===== src/rtl/isp_pkg.sv =====
`default_nettype none
// ============================================================================
// Module      : isp_pkg
// Description : Shared path-mode encodings, FSM state codes and colour-bar palette.
// Revision    : 1.0 - initial release
// ============================================================================
package isp_pkg;

    typedef enum logic [1:0] {
        MODE_PASS = 2'd0,
        MODE_PROC = 2'd1,
        MODE_CBAR = 2'd2,
        MODE_RSVD = 2'd3
    } mode_t;

    localparam logic [1:0] c_ST_IDLE   = 2'd0;
    localparam logic [1:0] c_ST_ACTIVE = 2'd1;
    localparam logic [1:0] c_ST_DRAIN  = 2'd2;

    localparam logic [15:0] c_BAR_WHITE   = 16'hFFFF;
    localparam logic [15:0] c_BAR_YELLOW  = 16'hFFE0;
    localparam logic [15:0] c_BAR_CYAN    = 16'h07FF;
    localparam logic [15:0] c_BAR_GREEN   = 16'h07E0;
    localparam logic [15:0] c_BAR_MAGENTA = 16'hF81F;
    localparam logic [15:0] c_BAR_RED     = 16'hF800;
    localparam logic [15:0] c_BAR_BLUE    = 16'h001F;
    localparam logic [15:0] c_BAR_BLACK   = 16'h0000;

    function automatic logic [15:0] bar_colour(input logic [2:0] idx);
        logic [15:0] v;
        case (idx)
            3'd0:    v = c_BAR_WHITE;
            3'd1:    v = c_BAR_YELLOW;
            3'd2:    v = c_BAR_CYAN;
            3'd3:    v = c_BAR_GREEN;
            3'd4:    v = c_BAR_MAGENTA;
            3'd5:    v = c_BAR_RED;
            3'd6:    v = c_BAR_BLUE;
            default: v = c_BAR_BLACK;
        endcase
        return v;
    endfunction

endpackage
`default_nettype wire


===== src/rtl/isp_cbar_gen.sv =====
`default_nettype none
// ============================================================================
// Module      : isp_cbar_gen
// Description : Maps a pixel column to one of eight equal-width RGB565 bars.
// Revision    : 1.0 - initial release
// ============================================================================
module isp_cbar_gen
    import isp_pkg::*;
#(
    parameter int IMG_W = 640,
    parameter int PIX_W = 10
) (
    input  logic [PIX_W-1:0] pix_cnt,
    output logic [15:0]      colour
);

    localparam int c_BAR_LEN = (IMG_W >= 8) ? IMG_W / 8 : 1;

    logic [31:0] w_idx;

    // Widths that are not a multiple of eight leave a remainder; it stays on the last bar.
    always_comb begin
        w_idx  = 32'(pix_cnt) / 32'(c_BAR_LEN);
        colour = (w_idx > 32'd7) ? bar_colour(3'd7) : bar_colour(w_idx[2:0]);
    end

endmodule
`default_nettype wire


===== src/rtl/isp_path_ctrl.sv =====
`default_nettype none
// ============================================================================
// Module      : isp_path_ctrl
// Description : Per-frame path selector (pass / process / colour bar) with frame tracking.
// Revision    : 1.0 - initial release
// ============================================================================
module isp_path_ctrl
    import isp_pkg::*;
#(
    parameter int IMG_W = 640,
    parameter int IMG_H = 480
) (
    input  logic        clk,
    input  logic        rst_n,
    input  logic        vsync,
    input  logic        dataEn,
    input  logic [15:0] Din,
    input  logic [1:0]  mode_req,
    input  logic [15:0] proc_Din,
    input  logic        proc_En,
    output logic        stage_En,
    output logic [15:0] Dout,
    output logic        outEn,
    output logic [1:0]  mode_act,
    output logic        frame_done,
    output logic        err
);

    localparam int c_PW = (IMG_W > 1) ? $clog2(IMG_W) : 1;
    localparam int c_LW = (IMG_H > 1) ? $clog2(IMG_H) : 1;
    localparam int c_OW = $clog2(IMG_W * IMG_H + 1);

    localparam logic [c_PW-1:0] c_PIX_LAST  = c_PW'(IMG_W - 1);
    localparam logic [c_LW-1:0] c_LINE_LAST = c_LW'(IMG_H - 1);
    localparam logic [c_OW-1:0] c_OUT_TOTAL = c_OW'(IMG_W * IMG_H);

    logic [1:0]      r_state;
    logic [1:0]      w_next_state;
    logic            r_vsync_d;
    logic            w_vsync_rise;
    logic [c_PW-1:0] r_pix_cnt;
    logic [c_LW-1:0] r_line_cnt;
    logic [c_OW-1:0] r_out_cnt;
    mode_t           r_mode_act;
    logic [15:0]     r_dout;
    logic            r_out_en;
    logic            r_frame_done;
    logic            r_err;
    logic            w_accept;
    logic            w_stage_en;
    logic            w_proc_ok;
    logic            w_last_pix;
    logic            w_drain_done;
    logic [15:0]     w_bar_colour;

    // Reset loads 1 so a vsync already high at reset release is not seen as a rise.
    assign w_vsync_rise = vsync & ~r_vsync_d;
    assign w_last_pix   = (r_pix_cnt == c_PIX_LAST) && (r_line_cnt == c_LINE_LAST);
    assign w_drain_done = (r_out_cnt >= c_OUT_TOTAL);

    always_ff @(posedge clk or negedge rst_n) begin
        if (!rst_n) begin
            r_state <= c_ST_IDLE;
        end else begin
            r_state <= w_next_state;
        end
    end

    always_comb begin
        w_next_state = r_state;
        case (r_state)
            c_ST_IDLE: begin
                if (w_vsync_rise) w_next_state = c_ST_ACTIVE;
            end
            c_ST_ACTIVE: begin
                if (w_vsync_rise)                w_next_state = c_ST_ACTIVE;
                else if (w_accept && w_last_pix) w_next_state = c_ST_DRAIN;
            end
            c_ST_DRAIN: begin
                if (w_vsync_rise)      w_next_state = c_ST_ACTIVE;
                else if (w_drain_done) w_next_state = c_ST_IDLE;
            end
            default: w_next_state = c_ST_IDLE;
        endcase
    end

    always_comb begin
        w_accept   = 1'b0;
        w_stage_en = 1'b0;
        w_proc_ok  = 1'b0;
        w_accept   = (r_state == c_ST_ACTIVE) && dataEn;
        w_stage_en = w_accept && (r_mode_act == MODE_PROC);
        w_proc_ok  = (r_state != c_ST_IDLE) && proc_En && (r_mode_act == MODE_PROC);
    end

    isp_cbar_gen #(
        .IMG_W (IMG_W),
        .PIX_W (c_PW)
    ) u_cbar (
        .pix_cnt (r_pix_cnt),
        .colour  (w_bar_colour)
    );

    always_ff @(posedge clk or negedge rst_n) begin
        if (!rst_n) begin
            r_vsync_d    <= 1'b1;
            r_pix_cnt    <= '0;
            r_line_cnt   <= '0;
            r_out_cnt    <= '0;
            r_mode_act   <= MODE_PASS;
            r_err        <= 1'b0;
            r_frame_done <= 1'b0;
        end else begin
            r_vsync_d    <= vsync;
            r_frame_done <= (r_state == c_ST_DRAIN) && w_drain_done && !w_vsync_rise;
            if (w_vsync_rise) begin
                r_pix_cnt  <= '0;
                r_line_cnt <= '0;
                r_out_cnt  <= '0;
                r_mode_act <= mode_t'(mode_req);
                // A rise outside IDLE aborts the frame in flight.
                r_err      <= (r_state != c_ST_IDLE);
            end else begin
                if (dataEn && (r_state != c_ST_ACTIVE)) r_err <= 1'b1;
                if (w_accept) begin
                    if (r_pix_cnt == c_PIX_LAST) begin
                        r_pix_cnt  <= '0;
                        r_line_cnt <= (r_line_cnt == c_LINE_LAST) ? '0 : r_line_cnt + c_LW'(1);
                    end else begin
                        r_pix_cnt  <= r_pix_cnt + c_PW'(1);
                    end
                end
                if (r_out_en && (r_out_cnt < c_OUT_TOTAL)) r_out_cnt <= r_out_cnt + c_OW'(1);
            end
        end
    end

    always_ff @(posedge clk or negedge rst_n) begin
        if (!rst_n) begin
            r_out_en <= 1'b0;
            r_dout   <= '0;
        end else begin
            case (r_mode_act)
                MODE_PROC: begin
                    r_out_en <= w_proc_ok;
                    r_dout   <= w_proc_ok ? proc_Din : 16'h0000;
                end
                MODE_CBAR: begin
                    r_out_en <= w_accept;
                    r_dout   <= w_accept ? w_bar_colour : 16'h0000;
                end
                default: begin
                    r_out_en <= w_accept;
                    r_dout   <= w_accept ? Din : 16'h0000;
                end
            endcase
        end
    end

    assign stage_En   = w_stage_en;
    assign Dout       = r_dout;
    assign outEn      = r_out_en;
    assign mode_act   = r_mode_act;
    assign frame_done = r_frame_done;
    assign err        = r_err;

endmodule
`default_nettype wire


===== config.mk =====
export PLATFORM = sky130hd
export DESIGN_NAME = isp_path_ctrl
export DESIGN_NICKNAME = d
export VERILOG_FILES = /design/src/rtl/isp_pkg.sv /design/src/rtl/isp_cbar_gen.sv /design/src/rtl/isp_path_ctrl.sv
export SDC_FILE = /design/constraint.sdc
export NUM_CORES = 1
export LEC_CHECK = 0
export ABC_AREA = 1
export CORE_MARGIN = 1
export CORE_UTILIZATION = 53
export CTS_CLUSTER_SIZE = 24
export DETAILED_ROUTE_END_ITERATION = 16
export PLACE_DENSITY_LB_ADDON = 0.25
export REMOVE_ABC_BUFFERS = 1
export SLEW_MARGIN = 25
export SYNTH_ARGS = -nofsm -noshare
export SYNTH_HDL_FRONTEND = slang
export SYNTH_SLANG_ARGS = --single-unit

===== constraint.sdc =====
create_clock -name clk -period 2.8 [get_ports clk]
set_input_delay 0.56 -clock clk [delete_from_list [all_inputs] [get_ports clk]]
set_output_delay 0.56 -clock clk [all_outputs]
set_load 0.02 [all_outputs]

==> summary.txt, run 1 <==
Logic synthesis
  • Most common cell in the netlist: nand2_1
  • Largest cells by area after synthesis: dfrtp_1 (43%), nand2_1 (11%), inv_1 (5.4%), a21oi_1 (4.4%), nand3_1 (3.8%)
  • Synth Warn #: 0
  • Netlist cell types: between 40 and 50
  • Cell area after synthesis: roughly 3500 um2
  • Area leader, netlist: dfrtp_1
  • Seq/Total Area, Yosys: 44.1%
  • Synthesized instance count: about 440
  • Share of the synthesized area in the top cell type: about 43%
  • Number of enable flip-flop cells after synthesis: 0
  • Post-synthesis register bit count: between 60 and 70
  • Most frequent cells after synthesis: nand2_1 (101), dfrtp_1 (61), inv_1 (51), a21oi_1 (31), nand3_1 (27)
  • Syn_area_per_cell: between 7 and 8 um2
  • Top_reg_cell synth: dfrtp_1
  • Post-synthesis async set-or-reset flop share: 100%

Placed design
  • Hpwl dp: about 6.1 mm
  • I/O Buffers: 60
  • GPL Wtd Cong: roughly 0.87

Die
  • Overall die width: 83.6 um
  • Core Area: about 6400 um2
  • Total Die Area: 6980 um2
  • Die Y: ~84 um
  • Num rows: 29
  • Starting density of the core: 55.2%
  • I/O pin total: 61

Route
  • Antenna-violating nets left: 0
  • Vias per inst: around 5.3
  • DRT iter0 DRCs: 197
  • Drt pass-1 iters: 4
  • Detailed-route wire length per cell: 13.7 um
  • DRC viols: 0
  • Drt total wl: 8.15 mm
  • Via count: around 3100

Clock tree
  • CTS tree: built
  • Clock transition at path regs: about 0.06 ns
  • Worst skew pair latency: ~0.34 ns
  • Max Root-Sink Buffers: 2
  • Root Buffer: clkbuf_8
  • Post-CTS Setup Bufs: 0
  • Sink Count: a little over 60
  • H-tree Lvls: 3
  • Number of buffers created by CTS: 9

Layout
  • Antenna cell count: 0
  • Area Overhead vs Synth: 24.7%
  • Fraction of layout cells with a size suffix above 1: about 11%
  • Final core occ: about 69%
  • Layout Nets: between 500 and 600
  • # fillers: 532

Timing
  • Final hold violations: 0
  • Slew @ Worst Pin: between 0.4 and 0.5 ns
  • Max-slew headroom: between 60% and 70%
  • Tmin final: around 2.4 ns
  • Final setup viols: 0
  • Period utilisation layout: ~87%
  • Max Fclk: about 400 MHz
  • Hold Slack: 0.0860 ns
  • RSZ-0062 raised after global routing: false
  • Final Max Slew Viols: 0
  • Worst clock skew: between 0.006 and 0.007 ns

Global route
  • GR Layer Usage met1: between 30% and 40%
  • Global Route met2 Usage: 39.4%
  • Initial antenna violation count: 0
  • GRT Util Overall: between 20% and 30%
  • Met3 usage: 5.04%
  • Vias in the first global route: a little over 3000
  • First-pass GRT wire length: between 10 and 15 mm
  • GR peak layer: met2
  • Largest net degree at the start of global routing: 28
  • Total grt overflow: 0

Critical path
  • CP top delay family: simple AND/OR/NAND/NOR gates
  • Crit-path max FO: 6
  • CP max-delay cell: dfrtp_1
  • Critical Path Start Type: flop
  • Critical-path cell list: nor2_4, inv_1, ha_1, nand2_1, nand3_2, o21ai_2, nand2_1, nand2_1, nand2_2, nand3_4, nand2_1, nand2_1, nand2_1, nor2_2, nand3_2, nand2_1, nand2_1, nand2_1
  • Worst setup EP type: flop
  • WP buf/inv: 1
  • CP max stage delay: roughly 0.46 ns
  • Worst EP arrival: approximately 2.7 ns
  • CP required: 3.08 ns
  • Most common cell on crit path: nand2_1
  • Crit Path Class: reg -> reg

Run status
  • Status: complete, no violations

Pwr
  • Peak supply drop: about 0.38 mV
  • Leakage power: approximately 2.1 nW
  • Power Density: approximately 530 nW/um2

Hold path
  • HP Class: in -> async

Job
  • Max cap viols: 0
==> logic make-up after synthesis <==
family          count (synthesis)  share of synthesized area, %
compound gates                 85                          14.3
xor+xnor                        6                          1.49
fa+ha+maj                       8                          2.84
buf+inv                        67                          7.35
flops                          62                          44.1
mux                             1                         0.284
simple gates                  215                          29.6
==> worst register-to-register path, cell delays in order (launching register included) <==
cell     delay, ns
dfrtp_1       0.46
nor2_4        0.21
inv_1         0.06
ha_1          0.26
nand2_1       0.14
nand3_2       0.12
o21ai_2       0.16
nand2_1       0.06
nand2_1       0.09
nand2_2       0.11
nand3_4       0.09
nand2_1       0.05
nand2_1       0.07
nand2_1       0.07
nor2_2        0.09
nand3_2       0.14
nand2_1       0.10
nand2_1       0.06
nand2_1       0.06
==> path summary, 6_finish.rpt <==
kind | cells past startpoint | end | start | slack, ns
setup / recovery | 18 | Dout[2] | r_pix_cnt[8] | 0.35
hold / removal | 1 | r_out_cnt[17] | rst_n | 0.09
setup reg to reg | 18 | Dout[2] | r_pix_cnt[8] | 0.35
hold reg to reg | 1 | r_line_cnt[7] | r_line_cnt[7] | 0.47
max in group asynchronous | 2 | r_vsync_d | rst_n | 2.05
min in group clk | 1 | r_line_cnt[7] | r_line_cnt[7] | 0.47
==> flip-flops by register name, indices dropped and copies added, names as in the netlist, 2 cells and up <==
register    count
Dout           16
mode_act        2
r_pix_cnt      10
r_state         2
r_out_cnt      19
r_line_cnt      9
==> metrics by stage <==
step / worst slack (ns) / cell area, um2 / TNS [ns] / power (mW) / instances
3_5_place_dp: 0.305 / 4230 / 0 / 1.67 / 580
4_1_cts: 0.284 / 4390 / 0 / 2.33 / 594
6_report: 0.355 / 4390 / 0 / 2.32 / 594
5_1_grt: 0.0761 / 4390 / 0 / 2.45 / 594
3_3_place_gp: 0.373 / 4230 / 0 / 1.65 / 580
2_1_floorplan: -0.0314 / 3490 / -0.0314 / 1.41 / 436
==> layer usage <==
| metal | part of all wire, % | routed length [um] |
|---|---|---|
| met1 | 48 | 3910 |
| met2 | 47 | 3810 |
| met3 | 3.2 | 262 |
| met4 | 2.0 | 164 |
| met5 | 0 | 0 |
==> report_power, final <==
group / internal [mW] / total (mW) / switching (mW)
Combinational: 0.242 / 0.578 / 0.336
Clock: 0.333 / 0.657 / 0.324
Sequential: 1.01 / 1.08 / 0.0746
Total: 1.58 / 2.32 / 0.735
==> timing repair <==
action / CTS / global route
setup endpoints to repair: 0 / 2
hold buffers: 0 / 0
gates resized for setup: 0 / 1
==> cells in the final DEF (no fill, tap or decap), types with 2 or more instances in the layout <==
| cell type | netlist | final |
|---|---|---|
| nand3_2 | 5 | 5 |
| inv_1 | 51 | 51 |
| nand4_1 | 10 | 10 |
| clkinv_2 | 0 | 2 |
| buf_4 | 1 | 7 |
| o21a_1 | 6 | 6 |
| nand2_4 | 2 | 2 |
| a22oi_1 | 2 | 2 |
| nand2_1 | 101 | 101 |
| a21oi_1 | 31 | 31 |
| nor2_2 | 9 | 8 |
| xor2_1 | 6 | 6 |
| nand3_1 | 27 | 27 |
| o22ai_1 | 4 | 4 |
| o21ai_0 | 21 | 21 |
| ha_1 | 8 | 8 |
| nand2_2 | 6 | 6 |
| clkbuf_1 | 6 | 2 |
| dfrtp_1 | 61 | 61 |
| o21ai_2 | 2 | 2 |
| nor3_1 | 20 | 20 |
| clkinv_1 | 2 | 2 |
| a21o_1 | 10 | 10 |
| inv_2 | 5 | 5 |
| a31oi_1 | 2 | 2 |
| nand3_4 | 2 | 2 |
| clkdlybuf4s50_1 | 0 | 59 |
| nor2_1 | 26 | 26 |
| clkbuf_8 | 0 | 10 |
| nor4_1 | 2 | 2 |
==> cell type report <==
type / instances / area, um2 / area share (%)
repair buffers: 67 / 648 / 14.7
clock inverters: 2 / 10.0 / 0.228
well taps: 77 / 96.3 / 2.19
clock buffers: 12 / 145 / 3.30
inverters: 59 / 224 / 5.10
flip-flops and latches: 62 / 1550 / 35.3
multi-input cells: 315 / 1720 / 39.1
Power figures use the tool's default switching activity.
==> run 2, diff against run 1 <==
--- a/config.mk
+++ b/config.mk
@@ -12,6 +12,7 @@
 export DETAILED_ROUTE_END_ITERATION = 16
 export PLACE_DENSITY_LB_ADDON = 0.25
 export REMOVE_ABC_BUFFERS = 1
+export SETUP_SLACK_MARGIN = 0.5
 export SLEW_MARGIN = 25
 export SYNTH_ARGS = -nofsm -noshare
 export SYNTH_HDL_FRONTEND = slang
==> summary.txt, run 2 (same netlist as run 1, synthesis figures left out) <==
Run status
  • Status: complete, no violations

Pwr
  • Power Density: 510 nW/um2 (-3.2%)
  • Leakage power: 2.23 nW (+5.7%)
  • Peak supply drop: 0.380 mV (+0.37%)

Clock tree
  • Clock transition at path regs: 0.06 ns (about the same)
  • Max Root-Sink Buffers: 2 (unchanged)
  • Sink Count: 62 (unchanged)
  • CTS tree: built
  • Root Buffer: clkbuf_8
  • H-tree Lvls: 3 (unchanged)
  • Worst skew pair latency: 0.34 ns (about the same)
  • Number of buffers created by CTS: 9 (unchanged)
  • Hold-fix buffers at CTS: 0 (unchanged)

Die
  • Core Area: 6390 um2 (unchanged)
  • Starting density of the core: 55.2% (unchanged)
  • Num rows: 29 (unchanged)
  • Total Die Area: 6980 um2 (unchanged)
  • I/O pin total: 61 (unchanged)
  • Die Y: 83.6 um (unchanged)
  • Overall die width: 83.6 um (unchanged)

Layout
  • Most common cell after layout, fill and taps aside: nand2_1
  • Antenna cell count: 0 (unchanged)
  • Fraction of layout cells with a size suffix above 1: 16.5% (+5.3 points)
  • Commonest cells after routing, fill and taps aside: nand2_1 (94), dfrtp_1 (58), clkdlybuf4s50_1 (58), inv_1 (50), a21oi_1 (30)
  • Layout Nets: 576 (+2.7%)
  • Area Overhead vs Synth: 30.5%
  • Max FFs per register: 19 (unchanged)
  • Largest Register: r_out_cnt
  • Non-filler instance count after layout: 609 (+2.5%)
  • Cell area after layout: 4600 um2 (+4.6%)

Critical path
  • Crit Path Class: reg -> reg
  • CP max stage delay: 0.44 ns (-0.02 ns)
  • Critical-path cell list: nor2_4, inv_2, ha_4, nand2_4, nand2_4, inv_6, nand4_1, nand2_4, nor2_8, nand3_4, nand2_1, nand2_1, clkinv_1, nand3_2, nand3_2, nand2_1, nand2_1, nand2_1
  • Critical Path Start Type: flop
  • Worst reg2reg path depth: 18 (unchanged)
  • Worst EP arrival: 2.48 ns (-0.24 ns)
  • WP buf/inv: 3 (+2)
  • CP required: 3.03 ns (-0.05 ns)
  • Most common cell on crit path: nand2_1
  • Stages on worst setup path: 18 (unchanged)
  • Worst setup EP type: flop
  • Worst setup startpoint: r_pix_cnt[8]
  • CP top delay family: simple AND/OR/NAND/NOR gates
  • CP endpoint: Dout[2]
  • FF-to-FF Start: r_pix_cnt[8]
  • Reg2Reg Setup Slack: 0.55 ns (+0.19 ns)
  • R2R Path End: Dout[2]
  • CP max-delay cell: dfrtp_2
  • Crit-path max FO: 6 (unchanged)

Global route
  • Global Route met2 Usage: 39.6% (+0.15 points)
  • GRT Util Overall: 25.3% (+0.064 points)
  • Initial antenna violation count: 0 (unchanged)
  • First-pass GRT wire length: 14.1 mm (+0.29%)
  • GR peak layer: met2
  • Largest net degree at the start of global routing: 28 (unchanged)
  • GR Layer Usage met1: 34.5% (+0.065 points)
  • Met3 usage: 5.04% (unchanged)
  • Vias in the first global route: 3031 (+0.40%)
  • Total grt overflow: 0 (unchanged)

Route
  • Drt total wl: 8.66 mm (+6.3%)
  • Via count: 3280 (+4.7%)
  • Drt pass-1 iters: 5 (+1)
  • Vias per inst: 5.39 (+2.1%)
  • Detailed-route wire length per cell: 14.2 um (+3.7%)
  • Antenna-violating nets left: 0 (unchanged)
  • DRC viols: 0 (unchanged)
  • DRT iter0 DRCs: 226 (+15%)

Timing
  • Setup Total Neg Slack: 0 ns (unchanged)
  • Final setup viols: 0 (unchanged)
  • Slew @ Worst Pin: 0.493 ns (+0.0120 ns)
  • Period utilisation layout: 80.5% (-6.9 points)
  • Tmin final: 2.25 ns (-0.192 ns)
  • Worst clock skew: 0.00530 ns (-0.000915 ns)
  • Max-slew headroom: 66.8% (-0.81 points)
  • Final Max Slew Viols: 0 (unchanged)
  • Max Fclk: 444 MHz (+8.5%)
  • RSZ-0062 raised after global routing: true
  • Final hold violations: 0 (unchanged)

Placed design
  • I/O Buffers: 60 (unchanged)
  • Post-DP Area: 4230 um2 (unchanged)
  • Hpwl dp: 6.08 mm (unchanged)
  • Placed Cells incl. Taps: 580 (unchanged)
  • GPL Wtd Cong: 0.869 (unchanged)

Job
  • Max cap viols: 0 (unchanged)

Hold path
  • HP Class: in -> async
-- run 2: changes by cell type in the layout (fill, tap and decap cells not counted), sizes merged --
cell | previous run | this run
buf | 8 | 23
dlygate4sd2 | 0 | 1
clkdlybuf4s50 | 59 | 58
-- run 2: worst register-to-register path, delay by kind of cell (launching register included) --
family | cells | cell delay (ns)
buffers and inverters | 3 | 0.16
and+or+nand+nor | 14 | 1.27
DFF | 1 | 0.44
adders and majority gates | 1 | 0.26
-- run 2: power breakdown --
part           internal [mW]  switching (mW)  total, mW  leakage [nW]
clock                  0.333           0.326      0.659        0.0821
sequential              1.01          0.0759       1.08         0.832
combinational          0.259           0.346      0.604          1.31
-- run 2: what timing repair did --
action                                  CTS  global route
endpoints found under the setup margin   10            14
pin swaps                                 1            18
setup buffers                             1            14
gates resized for setup                   4            21
-- run 2: final cells by class --
cell class	count	area, um2
multi-input combinational	315	1800
sequential	62	1560
clock buffer	12	145
clock inverter	2	10.0
timing repair buffer	82	759
tap	77	96.3
inverter	59	226
fill	485	1790
-- run 2: through the flow --
stage	util [%]	power, mW	setup slack (ns)	hold slack [ns]
2_1_floorplan	-	1.41	-0.0314	0.264
3_5_place_dp	66.3	1.67	0.305	0.451
5_1_grt	72.0	2.47	0.401	0.0983
3_3_place_gp	66.3	1.65	0.373	0.446
4_1_cts	69.0	2.33	0.501	0.0875
6_report	72.0	2.35	0.547	0.0876
-- run 2: per-layer routing --
metal	vias to the layer above	part of all wire (%)
met3	15	4.0
met2	93	49
met4	0	1.7
met5	-	0
met1	1535	45
li1	1637	-
-- run 2: worst min-delay path by stage --
| stage | to | slack (ns) | cells past startpoint | startpoint |
|---|---|---|---|---|
| 3_3_place_gp | r_out_cnt[2] | 0.45 | 1 | rst_n |
| 4_1_cts | r_out_cnt[2] | 0.09 | 1 | rst_n |
| 5_1_grt | r_out_cnt[4] | 0.1 | 1 | rst_n |
| 6_report | r_out_cnt[2] | 0.09 | 1 | rst_n |
| 3_5_place_dp | r_out_cnt[2] | 0.45 | 1 | rst_n |
| 2_1_floorplan | Dout[0] | 0.26 | 0 | rst_n |
